### src/rtl/io_uart_fifo.sv
// Console UART with programmable baud divisor, parity/stop modes, RX/TX FIFOs and sticky errors.
// State | meaning: IDLE line idle / START start bit / DATA data bits / PARITY parity bit / STOP stop bit(s)
module io_uart_fifo #(
  parameter int DATA_BITS  = 8,
  parameter int RX_DEPTH   = 16,
  parameter int TX_DEPTH   = 16,
  parameter int OVERSAMPLE = 16,
  parameter int DIV_WIDTH  = 16
) (
  input  logic                      clk_i,
  input  logic                      reset_i,
  input  logic [DIV_WIDTH-1:0]      baud_div_i,
  input  logic                      parity_en_i,
  input  logic                      parity_odd_i,
  input  logic                      stop2_i,
  input  logic [DATA_BITS-1:0]      tx_data_i,
  input  logic                      tx_wr_i,
  input  logic                      rx_rd_i,
  input  logic                      err_clr_i,
  input  logic                      rxd_i,
  output logic                      txd_o,
  output logic [DATA_BITS-1:0]      rx_data_o,
  output logic                      da_n_o,
  output logic                      tbmt_n_o,
  output logic                      txemt_n_o,
  output logic                      parity_err_o,
  output logic                      framing_err_o,
  output logic                      overrun_o,
  output logic [$clog2(RX_DEPTH):0] rx_level_o,
  output logic [$clog2(TX_DEPTH):0] tx_level_o
);
  localparam int RXA = $clog2(RX_DEPTH);
  localparam int TXA = $clog2(TX_DEPTH);
  localparam int OSW = $clog2(OVERSAMPLE);
  localparam int BCW = $clog2(DATA_BITS);
  localparam logic [OSW-1:0] OS_MAX  = OSW'(OVERSAMPLE - 1);
  localparam logic [OSW-1:0] OS_HALF = OSW'(OVERSAMPLE / 2 - 1);
  localparam logic [BCW-1:0] BIT_MAX = BCW'(DATA_BITS - 1);
  localparam logic [RXA:0]   RX_FULL = (RXA+1)'(RX_DEPTH);
  localparam logic [TXA:0]   TX_FULL = (TXA+1)'(TX_DEPTH);

  typedef enum logic [2:0] {S_IDLE, S_START, S_DATA, S_PARITY, S_STOP} state_e;

  logic [DIV_WIDTH-1:0] tick_cnt_q;
  logic                 tick;
  assign tick = (tick_cnt_q == '0);

  always_ff @(posedge clk_i) begin
    if (reset_i)   tick_cnt_q <= '0;
    else if (tick) tick_cnt_q <= baud_div_i;
    else           tick_cnt_q <= tick_cnt_q - 1'b1;
  end

  // TX FIFO
  logic [DATA_BITS-1:0] tx_mem [TX_DEPTH];
  logic [TXA-1:0]       tx_wp_q, tx_rp_q;
  logic [TXA:0]         tx_cnt_q, tx_cnt_d;
  logic                 tx_push, tx_pop;
  logic [DATA_BITS-1:0] tx_head;

  assign tx_push  = tx_wr_i && (tx_cnt_q != TX_FULL);
  assign tx_cnt_d = tx_cnt_q + (TXA+1)'(tx_push) - (TXA+1)'(tx_pop);
  assign tx_head  = tx_mem[tx_rp_q];

  always_ff @(posedge clk_i) begin
    if (tx_push) tx_mem[tx_wp_q] <= tx_data_i;
  end

  always_ff @(posedge clk_i) begin
    if (reset_i) begin
      tx_wp_q <= '0; tx_rp_q <= '0; tx_cnt_q <= '0;
    end else begin
      if (tx_push) tx_wp_q <= tx_wp_q + 1'b1;
      if (tx_pop)  tx_rp_q <= tx_rp_q + 1'b1;
      tx_cnt_q <= tx_cnt_d;
    end
  end

  // TX FSM
  state_e               tx_state_q, tx_state_d;
  logic [OSW-1:0]       tx_os_q, tx_os_d;
  logic [BCW-1:0]       tx_bit_q, tx_bit_d, stop_cnt;
  logic [DATA_BITS-1:0] tx_sh_q, tx_sh_d;
  logic                 tx_par_q, tx_par_d;

  assign stop_cnt = stop2_i ? BCW'(1) : '0;

  always_ff @(posedge clk_i) begin
    if (reset_i) begin
      tx_state_q <= S_IDLE; tx_os_q <= '0; tx_bit_q <= '0; tx_sh_q <= '0; tx_par_q <= 1'b0;
    end else begin
      tx_state_q <= tx_state_d; tx_os_q <= tx_os_d; tx_bit_q <= tx_bit_d;
      tx_sh_q <= tx_sh_d; tx_par_q <= tx_par_d;
    end
  end

  always_comb begin
    tx_state_d = tx_state_q;
    tx_os_d    = tx_os_q;
    tx_bit_d   = tx_bit_q;
    tx_sh_d    = tx_sh_q;
    tx_par_d   = tx_par_q;
    if (tick) begin
      if (tx_state_q != S_IDLE && tx_os_q != '0) tx_os_d = tx_os_q - 1'b1;
      else begin
        unique case (tx_state_q)
          S_IDLE:   ;
          S_START:  begin tx_os_d = OS_MAX; tx_bit_d = BIT_MAX; tx_state_d = S_DATA; end
          S_DATA: begin
            tx_os_d = OS_MAX;
            tx_sh_d = tx_sh_q >> 1;
            if (tx_bit_q == '0) begin
              tx_state_d = parity_en_i ? S_PARITY : S_STOP;
              tx_bit_d   = stop_cnt;
            end else tx_bit_d = tx_bit_q - 1'b1;
          end
          S_PARITY: begin tx_os_d = OS_MAX; tx_bit_d = stop_cnt; tx_state_d = S_STOP; end
          S_STOP: begin
            tx_os_d = OS_MAX;
            if (tx_bit_q != '0) tx_bit_d = tx_bit_q - 1'b1;
            else                tx_state_d = S_IDLE;
          end
          default:  tx_state_d = S_IDLE;
        endcase
      end
      // A pop from IDLE or at the end of the last stop bit starts the next frame with no gap.
      if (tx_pop) begin
        tx_state_d = S_START;
        tx_os_d    = OS_MAX;
        tx_sh_d    = tx_head;
        tx_par_d   = ^tx_head ^ parity_odd_i;
      end
    end
  end

  always_comb begin
    tx_pop = tick && (tx_cnt_q != '0) &&
             ((tx_state_q == S_IDLE) ||
              (tx_state_q == S_STOP && tx_os_q == '0 && tx_bit_q == '0));
    unique case (tx_state_q)
      S_START:  txd_o = 1'b0;
      S_DATA:   txd_o = tx_sh_q[0];
      S_PARITY: txd_o = tx_par_q;
      default:  txd_o = 1'b1;
    endcase
  end

  // RX synchroniser and FSM
  logic                 rxd_m_q, rxd_s_q, rxd_p_q, rx_fall;
  state_e               rx_state_q, rx_state_d;
  logic [OSW-1:0]       rx_os_q, rx_os_d;
  logic [BCW-1:0]       rx_bit_q, rx_bit_d;
  logic [DATA_BITS-1:0] rx_sh_q, rx_sh_d;
  logic                 rx_push, perr_set, ferr_set, rx_smp;

  assign rx_fall = rxd_p_q && !rxd_s_q;
  assign rx_smp  = tick && (rx_os_q == '0);

  always_ff @(posedge clk_i) begin
    if (reset_i) begin
      rxd_m_q <= 1'b1; rxd_s_q <= 1'b1; rxd_p_q <= 1'b1;
      rx_state_q <= S_IDLE; rx_os_q <= '0; rx_bit_q <= '0; rx_sh_q <= '0;
    end else begin
      rxd_m_q <= rxd_i; rxd_s_q <= rxd_m_q; rxd_p_q <= rxd_s_q;
      rx_state_q <= rx_state_d; rx_os_q <= rx_os_d; rx_bit_q <= rx_bit_d; rx_sh_q <= rx_sh_d;
    end
  end

  always_comb begin
    rx_state_d = rx_state_q;
    rx_os_d    = rx_os_q;
    rx_bit_d   = rx_bit_q;
    rx_sh_d    = rx_sh_q;
    if (rx_state_q == S_IDLE) begin
      if (rx_fall) begin rx_state_d = S_START; rx_os_d = OS_HALF; end
    end else if (tick && rx_os_q != '0) rx_os_d = rx_os_q - 1'b1;
    else if (rx_smp) begin
      rx_os_d = OS_MAX;
      unique case (rx_state_q)
        S_START: begin
          rx_state_d = rxd_s_q ? S_IDLE : S_DATA;
          rx_bit_d   = BIT_MAX;
        end
        S_DATA: begin
          rx_sh_d = {rxd_s_q, rx_sh_q[DATA_BITS-1:1]};
          if (rx_bit_q == '0) rx_state_d = parity_en_i ? S_PARITY : S_STOP;
          else                rx_bit_d   = rx_bit_q - 1'b1;
        end
        S_PARITY: rx_state_d = S_STOP;
        default:  rx_state_d = S_IDLE;
      endcase
    end
  end

  always_comb begin
    rx_push  = rx_smp && (rx_state_q == S_STOP);
    perr_set = rx_smp && (rx_state_q == S_PARITY) && (rxd_s_q != (^rx_sh_q ^ parity_odd_i));
    ferr_set = rx_push && !rxd_s_q;
  end

  // RX FIFO; a push into a full FIFO succeeds only when a pop frees the head slot in the same cycle.
  logic [DATA_BITS-1:0] rx_mem [RX_DEPTH];
  logic [RXA-1:0]       rx_wp_q, rx_rp_q;
  logic [RXA:0]         rx_cnt_q, rx_cnt_d;
  logic                 rx_pop, rx_wr, ovr_set;

  assign rx_pop   = rx_rd_i && (rx_cnt_q != '0);
  assign rx_wr    = rx_push && ((rx_cnt_q != RX_FULL) || rx_pop);
  assign ovr_set  = rx_push && !rx_wr;
  assign rx_cnt_d = rx_cnt_q + (RXA+1)'(rx_wr) - (RXA+1)'(rx_pop);

  always_ff @(posedge clk_i) begin
    if (rx_wr) rx_mem[rx_wp_q] <= rx_sh_q;
  end

  logic da_n_q, tbmt_n_q, txemt_n_q, perr_q, ferr_q, ovr_q;

  always_ff @(posedge clk_i) begin
    if (reset_i) begin
      rx_wp_q <= '0; rx_rp_q <= '0; rx_cnt_q <= '0;
      da_n_q <= 1'b1; tbmt_n_q <= 1'b0; txemt_n_q <= 1'b0;
      perr_q <= 1'b0; ferr_q <= 1'b0; ovr_q <= 1'b0;
    end else begin
      if (rx_wr)  rx_wp_q <= rx_wp_q + 1'b1;
      if (rx_pop) rx_rp_q <= rx_rp_q + 1'b1;
      rx_cnt_q  <= rx_cnt_d;
      da_n_q    <= (rx_cnt_d == '0);
      tbmt_n_q  <= (tx_cnt_d == TX_FULL);
      txemt_n_q <= !((tx_cnt_d == '0) && (tx_state_d == S_IDLE));
      perr_q    <= perr_set || (perr_q && !err_clr_i);
      ferr_q    <= ferr_set || (ferr_q && !err_clr_i);
      ovr_q     <= ovr_set  || (ovr_q  && !err_clr_i);
    end
  end

  assign rx_data_o     = (rx_cnt_q == '0) ? '0 : rx_mem[rx_rp_q];
  assign da_n_o        = da_n_q;
  assign tbmt_n_o      = tbmt_n_q;
  assign txemt_n_o     = txemt_n_q;
  assign parity_err_o  = perr_q;
  assign framing_err_o = ferr_q;
  assign overrun_o     = ovr_q;
  assign rx_level_o    = rx_cnt_q;
  assign tx_level_o    = tx_cnt_q;
endmodule

### config.mk
export PLATFORM = sky130hd
export DESIGN_NAME = io_uart_fifo
export DESIGN_NICKNAME = d
export VERILOG_FILES = /design/src/rtl/io_uart_fifo.sv
export SDC_FILE = /design/constraint.sdc
export NUM_CORES = 1
export LEC_CHECK = 0
export CAP_MARGIN = 40
export CORE_UTILIZATION = 35
export CTS_CLUSTER_SIZE = 12
export DETAILED_ROUTE_END_ITERATION = 10
export DONT_BUFFER_PORTS = 1
export PLACE_DENSITY_LB_ADDON = 0.12
export SYNTH_ARGS = -nofsm -noshare
export SYNTH_HDL_FRONTEND = slang
export SYNTH_SLANG_ARGS = --single-unit
### constraint.sdc
create_clock -name clk_i -period 8.2 [get_ports clk_i]
set_input_delay 0.82 -clock clk_i [delete_from_list [all_inputs] [get_ports clk_i]]
set_output_delay 0.82 -clock clk_i [all_outputs]
set_load 0.01 [all_outputs]
### Yosys cells after proc, flatten, opt, wreduce, memory -nomap -nowiden

Memory sizes are Yosys's and may differ from the RTL's. A register that Yosys moved wholly into a read port is not among the register bits.
Index checks and enable logic that the tools add are counted.
Widths: inputs -> output; s select.

* RAM bits: 256
* memories kept: 2
* flip-flop bits (word level): 88
* logic and storage cells: 167

* bitwise logic cells: 5
* muxes and demuxes: 41
* equal/unequal tests: 18
* reduce and logical (&&, ||, !) cells: 63
* add/subtract/negate cells: 13

Memories
* rx_mem: words 16, bits a word 8, read ports 1, clocked after memory_dff 1, write ports 1, line 202 `logic [DATA_BITS-1:0] rx_mem [RX_DEPTH];`
* tx_mem: words 16, bits a word 8, read ports 1, clocked after memory_dff 1, write ports 1, line 55 `logic [DATA_BITS-1:0] tx_mem [TX_DEPTH];`

Operator list (count)
* $mux 4: 11
* $mux 3: 14
* $mux 8: 4
* $logic_and 1x1->1: 20
* $add 4x1->4 const B: 4
* $logic_not 16->1: 1
* $mux 16: 1
* $reduce_xor 8->1: 2
* $sub 16x1->16 const B: 1
* $logic_not 3->1: 5
* $logic_not 5->1: 3
* $pmux 3 s5: 1
* $eq 3x2->1 const B: 4
* $pmux 3 s4: 1
* $reduce_and 4->1: 3
* $reduce_bool 3->1: 4
* $reduce_bool 4->1: 3
* $add 5x1->5: 2
* $ne 2x2->1 const B: 5
* $ne 5x5->1 const B: 2
* $reduce_bool 5->1: 2
* $sub 5x1->5: 2
* $pmux 3 s3: 1
* $logic_not 4->1: 2
* 20 further kinds: 42

### Logic depth before layout (Yosys ltp)

* depth after elaboration: 10
* gate-level depth with buffers: 21

### Worst setup path before layout

No wires, ideal clock.

* kind: reg2reg
* from: reg tick_cnt_q[6]
* to: reg da_n_q (netlist: da_n_o)
* setup slack: 4.391 ns
* stages on the path, launching flop included: 16
* arrival: 3.693 ns
* buffers on the path: 1
* library setup time: 0.116 ns
* cells stage by stage: dfxtp_1 or4_4 or4_4 buf_6 or3_4 nor3_4 inv_2 ha_1 inv_1 ha_1 fa_1 a21oi_1 nor2_1 nor2_1 xnor2_1 a41o_1

* cells in the longest elaborated chain, start to end: 7

RTL lines
* start: declaration: line 44 `logic [DIV_WIDTH-1:0] tick_cnt_q;`
* start signal: assignment: line 50 `else if (tick) tick_cnt_q <= baud_div_i;`
* start signal: assignment: line 51 `else tick_cnt_q <= tick_cnt_q - 1'b1;`
* $logic_not 16->1: line 46 `assign tick = (tick_cnt_q == '0);`
* $logic_and 1x1->1: line 157 `assign rx_smp = tick && (rx_os_q == '0);`
* $logic_and 1x1->1: line 196 `rx_push = rx_smp && (rx_state_q == S_STOP);`
* $logic_and 1x1->1: line 208 `assign rx_wr = rx_push && ((rx_cnt_q != RX_FULL) || rx_pop);`
* $add 5x1->5: line 210 `assign rx_cnt_d = rx_cnt_q + (RXA+1)'(rx_wr) - (RXA+1)'(rx_pop);`
* $sub 5x1->5: line 210
* $logic_not 5->1: line 227 `da_n_q <= (rx_cnt_d == '0);`
* end signal: assignment: line 227
* end: declaration: line 216 `logic da_n_q, tbmt_n_q, txemt_n_q, perr_q, ferr_q, ovr_q;`

Every way passes these cells.
A chain may end at the register's enable or synchronous reset.

### Final worst setup path

* from: reg tick_cnt_q[5]
* to: reg txemt_n_q (netlist: txemt_n_o)

* cells in the longest elaborated chain, start to end: 8
* elaborated cells between the ends (all ways): 10
* classes of those cells: add/sub: 1; mux: 2; reduce/logical: 7

RTL lines
* $logic_not 16->1 *: line 46
* parallel branches: the longest is 5 deep, another holds $sub 5x1->5
* $logic_and 1x1->1 *: line 229 `txemt_n_q <= !((tx_cnt_d == '0) && (tx_state_d == S_IDLE));`
* $logic_not 1->1 *: line 229
* end signal: assignment: line 229
* end: declaration: line 216

Every way passes the cells marked *.

==> flow_summary.yaml <==
outcome:
  status: "finished, violations left"
  violations: "design-rule violations"
clocking:
  cts_buffers: 40
  cts_hold_buf: 0
  clkSinkCount: 352
  cts_resized: 0
  clk_path_buf_depth: 3
  cts_tree: "built"
  root_buffer: "clkbuf_16"
  post_cts_buffers: 0
  clk_latency_ns: 0.54
  clk_pin_slew_ns: 0.06
  htreeDepth: 2
die:
  die_h_um: 207
  rows: 74
  initial_core_util_pct: 35.7
  die_w_um: 207
  die_area_um2: 42700
  coreArea_um2: 41000
  ioPinCount: 58
drt:
  viasPerCell: 4.98
  finalWirelength_um: 29100
  vias: 7708
  wl_per_cell_um: 18.8
  drt_iter0_markers: 388
  ant_nets: 0
  dr.pass1.iters: 7
  drc_errors: 2
sta:
  finalCriticalPeriod_ns: 4.16
  skew_ns: 0.0127
  fmax_mhz: 240
  finalSetupViolations: 0
  timing.final.crit_share_pct: 50.7
  hold_viol_final: 0
  rsz0062_at_grt: "no"
  hold_ws_ns: 0.352
  max-slew-margin-rel_pct: 41.2
  slew_violations: 0
  worst_pin_slew_ns: 0.877
  fin_setup_tns_ns: 0
cells_and_area:
  stdcell_area_um2: 16500
  insertedDiodeCount: 0
  final_nets: 1051
  fillers: 3795
  stdcell_count: 1548
  layout_commonest_cell: "edfxtp_1"
  area_growth_pct: 12.7
  final_cell_mix: "256 x edfxtp_1, 97 x nor2_1, 94 x dfxtp_1"
  drive_gt1_share_pct: 17.0
place:
  hpwl_um: 19200
  io_buffers: 0
  gp_congestion: 0.758
  dpl.cell_count: 1475
  postPlaceCellArea_um2: 15300
min_path:
  min_path_type: "in -> reg"
  whs_endpoint: "tx_level_o[1]"
  min-delay-start: "reset_i"
  holdPathStages: 1
yosys:
  synth-seq-area-share_pct: 65.6
  synth_edf_count: 256
  ys_seq_elements: 352
  async_reset_ff_share_pct: 0
  yosys_warnings: 0
  synthDistinctLibCells: 62
  syn-num-nets: 1039
  avgSynthCellArea_um2: 15.1
  syn_inst: 973
  synth_area_um2: 14700
  synth_ff_type: "edfxtp_1"
grt:
  antenna_found_initial: 0
  track_usage_pct: 14.1
  grt_max_degree: 90
  grt_pass1_vias: 7928
  grt-ovfl-total: 0
  grt_pass1_wl_um: 45700
power_and_ir_drop:
  vdd_ir_drop_max_v: 0.000162
  power_leakage_nw: 5.36
  power.density_nw_per_um2: 302
  power_mw: 4.98
worst_setup_path:
  crit_arrival_ns: 4.57
  r2r-start: "tick_cnt_q[5]"
  start_kind: "flip-flop"
  reg2reg_depth: 17
  critPathRequiredTime_ns: 8.61
  r2r_end: "txemt_n_o"
  crit_fanout: 11
  critPathKind: "reg -> reg"
  ff2ff_setup_slack_ns: 4.04
  end_kind: "flip-flop"
job:
  cap_violations: 0
critical path: stages, from the launching register on:
cell      delay [ns]
dfxtp_1         0.33
or4_4           0.54
or4_4           0.57
nor3_2          0.45
nand2b_1        0.34
nor2_1          0.20
ha_1            0.24
inv_1           0.06
ha_1            0.16
inv_1           0.05
fa_1            0.40
inv_1           0.07
a21oi_1         0.06
nor2_1          0.09
nor2_1          0.05
xnor2_1         0.18
and3_1          0.18
a31oi_1         0.08
per-stage QoR:
step           setup WS [ns]  utilization [%]
6_report                4.04             40.3
5_1_grt                 3.72             40.3
4_1_cts                 4.02             40.3
3_5_place_dp            4.04             37.2
3_3_place_gp            4.10             37.0
2_1_floorplan           4.39                -
cells in the mapped netlist, types with 7 or more instances:
cell type	instances	area share (%)
nor2_1	97	2.5
nor2b_1	21	0.90
xnor2_1	28	1.7
a21oi_1	45	1.5
o22ai_1	7	0.30
clkbuf_1	33	0.85
inv_1	35	0.90
o21ai_0	13	0.44
nand3_1	12	0.41
dfxtp_1	96	13
xor2_1	15	0.90
nand2_1	48	1.2
and2_1	18	0.77
nor3_1	27	0.92
edfxtp_1	256	52
ha_1	31	2.6
mux4_2	76	12
nand2b_1	8	0.34
a211oi_1	11	0.56
area by class of cell:
cell class | count | area (um^2) | share of cell area (%)
repair buffers | 14 | 105 | 0.636
clock inverters | 17 | 136 | 0.826
multi-input cells | 541 | 4740 | 28.7
well taps | 532 | 666 | 4.03
clock buffers | 56 | 1120 | 6.79
inverters | 36 | 135 | 0.818
flip-flops and latches | 352 | 9610 | 58.2
where the power goes:
part | internal, mW | total, mW | switching [mW]
Combinational | 0.541 | 1.15 | 0.606
Sequential | 2.02 | 2.14 | 0.115
Clock | 1.02 | 1.70 | 0.684
metal layers:
metal	share of wire [%]	up-vias	track usage (%)
li1	-	3702	-
met1	44	3857	18.0
met2	50	113	24.1
met3	4.1	36	2.61
met4	1.8	0	4.20
met5	0	-	0
cells by family (layout without fill, tap and decap cells):
family	count (synthesis)	after routing	share of synthesized area [%]
and+or+nand+nor	273	273	9.44
muxes	82	82	12.1
AOI/OAI and AO/OA	107	107	4.73
DFF	352	352	65.6
buffers and inverters	80	123	2.19
xor gates and xnor gates	46	46	3.03
adders and majority gates	33	33	2.92
how the worst max path moves through the flow:
stage | end | from | slack [ns]
2_1_floorplan | da_n_o | tick_cnt_q[6] | 4.39
3_3_place_gp | txemt_n_o | tick_cnt_q[6] | 4.10
3_5_place_dp | txemt_n_o | tick_cnt_q[6] | 4.04
4_1_cts | txemt_n_o | tick_cnt_q[6] | 4.02
5_1_grt | txemt_n_o | tick_cnt_q[5] | 3.72
6_report | txemt_n_o | tick_cnt_q[5] | 4.04
registers in the layout (all words and copies together) (netlist names), 4 cells and up, named ones only:
name,cells
tick_cnt_q,16
rx_os_q,4
rx_level_o,5
tx_rp_q,4
tx_sh_q,8
tx_mem,128
tx_wp_q,4
tx_os_q,4
rx_mem,128
rx_sh_q,8
rx_rp_q,4
rx_wp_q,4
tx_level_o,5
No activity file was read; power rests on OpenSTA's default activity.
